[config.mk]
export PLATFORM = sky130hd
export DESIGN_NAME = urv_rf_wport_ctrl
export DESIGN_NICKNAME = d
export VERILOG_FILES = /design/src/rtl/urv_rf_wport_ctrl.sv
export SDC_FILE = /design/constraint.sdc
export NUM_CORES = 1
export LEC_CHECK = 0
export BUFFER_PORTS_ARGS = -buffer_cell sky130_fd_sc_hd__buf_2
export CELL_PAD_IN_SITES_DETAIL_PLACEMENT = 0
export CELL_PAD_IN_SITES_GLOBAL_PLACEMENT = 2
export CORE_AREA = 2 2 91 93
export CTS_CLUSTER_SIZE = 12
export DETAILED_ROUTE_END_ITERATION = 10
export DIE_AREA = 0 0 93 95
export PLACE_DENSITY = 0.93
export SYNTH_ARGS = -nofsm -noshare
export SYNTH_HDL_FRONTEND = slang
export SYNTH_SLANG_ARGS = --single-unit
[constraint.sdc]
create_clock -name clk_i -period 3.8 [get_ports clk_i]
set_input_delay 0.19 -clock clk_i [delete_from_list [all_inputs] [get_ports clk_i]]
set_output_delay 0.19 -clock clk_i [all_outputs]
set_load 0.01 [all_outputs]
[src/rtl/urv_rf_wport_ctrl.sv]
// urv_rf_wport_ctrl: arbitrates the register file write port between reset clear, writeback and debug writes
module urv_rf_wport_ctrl #(
  parameter int unsigned STARVE_LIMIT   = 8,
  parameter bit          CLEAR_ON_RESET = 1'b1
) (
  input  logic        clk_i,
  input  logic        rst_n_i,
  input  logic        d_stall_i,
  input  logic        w_rd_store_i,
  input  logic [4:0]  w_rd_i,
  input  logic [31:0] w_rd_value_i,
  input  logic        dbg_req_i,
  input  logic [4:0]  dbg_addr_i,
  input  logic [31:0] dbg_wdata_i,
  output logic        dbg_ack_o,
  output logic        pipe_hold_o,
  output logic        rf_init_done_o,
  output logic        rf_we_o,
  output logic [4:0]  rf_a_o,
  output logic [31:0] rf_d_o
);
  typedef enum logic [1:0] {CLEAR, RUN, FORCE} state_e;
  localparam state_e RST_ST = CLEAR_ON_RESET ? CLEAR : RUN;
  localparam logic [7:0] LIM = 8'(STARVE_LIMIT);
  state_e      state_q, state_d;
  logic [4:0]  clr_q, clr_d;
  logic [7:0]  starve_q, starve_d;
  logic        ack_q, ack_d, done_q, done_d;
  logic        pw, dp, grant, we_c, hold_c;
  logic [4:0]  a_c;
  logic [31:0] d_c;
  // state register; the ack is a registered pulse following each debug grant
  always_ff @(posedge clk_i or negedge rst_n_i) begin
    if (!rst_n_i) begin
      state_q  <= RST_ST;
      clr_q    <= 5'd1;
      starve_q <= '0;
      ack_q    <= 1'b0;
      done_q   <= !CLEAR_ON_RESET;
    end else begin
      state_q  <= state_d;
      clr_q    <= clr_d;
      starve_q <= starve_d;
      ack_q    <= ack_d;
      done_q   <= done_d;
    end
  end
  // port arbitration: clear > writeback > debug, with FORCE breaking debug starvation
  always_comb begin
    pw       = w_rd_store_i && !d_stall_i && (w_rd_i != '0);
    dp       = dbg_req_i && !ack_q;
    state_d  = state_q;
    clr_d    = clr_q;
    starve_d = starve_q;
    grant    = 1'b0;
    we_c     = 1'b0;
    hold_c   = 1'b0;
    a_c      = '0;
    d_c      = '0;
    case (state_q)
      CLEAR: begin
        we_c     = 1'b1;
        a_c      = clr_q;
        hold_c   = 1'b1;
        clr_d    = clr_q + 5'd1;
        starve_d = '0;
        state_d  = (clr_q == 5'd31) ? RUN : CLEAR;
      end
      RUN: begin
        grant    = !pw && dp;
        we_c     = pw;
        a_c      = w_rd_i;
        d_c      = w_rd_value_i;
        starve_d = grant ? '0 : (dp && starve_q < LIM) ? starve_q + 8'd1 : starve_q;
        state_d  = (starve_d == LIM) ? FORCE : RUN;
      end
      FORCE: begin
        hold_c   = 1'b1;
        grant    = 1'b1;
        starve_d = '0;
        state_d  = RUN;
      end
      default: state_d = RST_ST;
    endcase
    if (grant) begin
      we_c = dbg_addr_i != '0;
      a_c  = dbg_addr_i;
      d_c  = dbg_wdata_i;
    end
    ack_d  = grant;
    done_d = done_q || (state_d == RUN);
  end
  assign dbg_ack_o      = ack_q;
  assign pipe_hold_o    = hold_c;
  assign rf_init_done_o = done_q;
  assign rf_we_o        = rst_n_i && we_c;
  assign rf_a_o         = rst_n_i ? a_c : '0;
  assign rf_d_o         = rst_n_i ? d_c : '0;
endmodule

==> results.cfg <==
[status]
status = complete, no violations

[sta]
period_minus_slack_ps = 2698
finClkSkew_ps = 1.530
setup_viol = 0
fin_setup_tns_ps = 0
fmax_mhz = 370.7
tightest_slew_ps = 885.5
slew_headroom = 0.4097
rsz0062_at_grt = no
maxSlewViolCount = 0
finalHoldViolations = 0
post-route-period-util = 0.7100
whs_ps = 58.36

[routing]
wl_per_cell_um = 12.35
first_pass_iters = 4
route.antenna.remaining_nets = 0
routed_via_density = 4.528
drtIter0Drc = 88
route.vias.total = 1956
drc = 0
routed.top_layer = met3
drt-met1-wl_um = 2316
wl_met2_um = 2648
wl_met3_um = 368
drt-total-wl_um = 5334

[global_routing]
grt_use_total = 0.1141
first_global_vias = 1870
antenna_found_initial = 0
grt_pass1_wl_um = 8466
grt_max_degree = 56
grt_overflow = 0

[floorplanning]
die_y_um = 95
dieArea_um2 = 8835
die_x_um = 93
coreArea_um2 = 7928
ios = 120
rows = 33
start_util = 0.2298

[cts]
clk_pin_slew_ps = 70
htreeDepth = 1
tritoncts = built
cts_root_buf = clkbuf_8
clk_latency_ps = 250
post_cts_resized = 0
cts_setup_buffers = 0
cts_made_buffers = 3
cts.sinks = 17
clockBufferDepth = 2
hold_buffers = 0

[logic_synthesis]
ys.flop_type = dfrtp_1
avgSynthCellArea_um2 = 8.281
seq_area_frac_synth = 0.2342
synthDistinctLibCells = 44
synth_nets = 307
yosys.area.top_type = dfrtp_1
syn_area_um2 = 1822
synth_top_cell_area_share = 0.2198
synth_edf_count = 0
async_reset_ff_frac = 1.000
synth_warnings = 0
ys_ff_latch = 17
synth_cells = 220
synth_area_leaders = dfrtp_1, a21boi_2, nand3_1, nand2_2, ha_1

[worst_setup_path]
worst-setup-path-type = reg -> out
arrival_ps = 2510
cp_max_fo = 40
endpoint_kind = primary output
startpoint_type = flip-flop
rrSetupSlack_ps = 1880
worstPathRequired_ps = 3610

[power]
p_leak_nw = 1.258
peakVddDrop_mv = 0.2341
p_per_area_nw_per_um2 = 506.9

[layout]
final_util = 0.3131
final_cell_mix = buf_2, nand3_1, nand2_2, a21boi_2, nand2_1
final_common_cell = buf_2
fin_cells = 432
syn_to_final_growth_pct = 36.26
antenna_cells = 0
drive_gt1_frac = 0.5291
num-fill-cells = 885
nets = 415

[placed_design]
place.gp.congestion = 0.7625
placed_cells = 428
numPortBuffers = 119
dp_hpwl_um = 4108

[run]
cap_violations = 0

[hold_path]
hold_class = in -> async
[registers in the layout, summed over array words and instances, names as in the netlist]
name,flops
starve_q,8
state_q,2
rf_init_done_o,1
clr_q,5
dbg_ack_o,1
[where the power goes]
part	switching [mW]	leakage (nW)	internal, mW	total [mW]
clock	0.0633	0.0255	0.0727	0.136
combinational	0.511	1.01	0.345	0.856
sequential	0.0436	0.219	0.223	0.267
[cell families after synthesis]
kind of cell,Yosys count,share of synthesized area
XOR/XNOR,3,0.01443
AND/OR/NAND/NOR,113,0.3317
AO/OA/AOI/OAI,53,0.2658
multiplexers,3,0.01786
adder cells (fa/ha/maj),8,0.05495
flip-flops,17,0.2342
buffers and inverters,23,0.08104
[through the flow]
step / instance area, µm² / power [mW] / worst slack [ps]
floorplan: 1822 / 0.9373 / 1966
global placement: 2436 / 1.129 / 1456
detailed placement: 2436 / 1.136 / 1371
CTS: 2482 / 1.279 / 1081
global route: 2482 / 1.394 / 865.8
finish: 2482 / 1.258 / 1102
[synth_stat cells (all sizes together), types with 2 or more instances]
library cell	count
a21o	3
nand2	39
mux2	2
inv	4
nor3b	7
nand4	2
a221oi	5
nor2b	9
and3	2
a21oi	5
xnor2	2
ha	8
and2	2
a21boi	32
clkbuf	8
nor3	2
dfrtp	16
nor2	12
buf	10
nand3	33
[path summary, 6_finish.rpt]
path	startpoint	end	cells past startpoint
setup / recovery	dbg_ack_o$_DFF_PN0_	rf_d_o[25]	8
hold / removal	rst_n_i	starve_q[7]$_DFFE_PN0P_	1
setup reg to reg	state_q[0]$_DFF_PN0_	starve_q[4]$_DFFE_PN0P_	6
hold reg to reg	rf_init_done_o$_DFF_PN0_	rf_init_done_o$_DFF_PN0_	1
max in group asynchronous	rst_n_i	state_q[1]$_DFF_PN0_	1
min in group clk_i	w_rd_store_i	state_q[1]$_DFF_PN0_	5
[layer usage]
| layer | up-vias | track usage |
|---|---|---|
| li1 | 992 | - |
| met1 | 891 | 0.1519 |
| met2 | 73 | 0.2005 |
| met3 | 0 | 0.02075 |
| met4 | 0 | 0.009804 |
| met5 | - | 0 |
[critical path, stage by stage (launching register included)]
cell and delay (ps):
dfrtp_1 410, nor4b_2 300, a22oi_2 130, o21a_4 380, clkinv_2 170, buf_4 390
nand2_1 90, a21boi_0 180, buf_2 160
[cell type report]
cell class | count | area, µm² | area share
multi-input combinational | 180 | 1247 | 0.5025
timing repair buffer | 121 | 610.6 | 0.2460
sequential | 17 | 426.7 | 0.1719
tap | 105 | 131.4 | 0.05292
clock buffer | 3 | 41.29 | 0.01663
inverter | 5 | 20.02 | 0.008065
clock inverter | 1 | 5.005 | 0.002016
(Power assumes the default switching activity.)
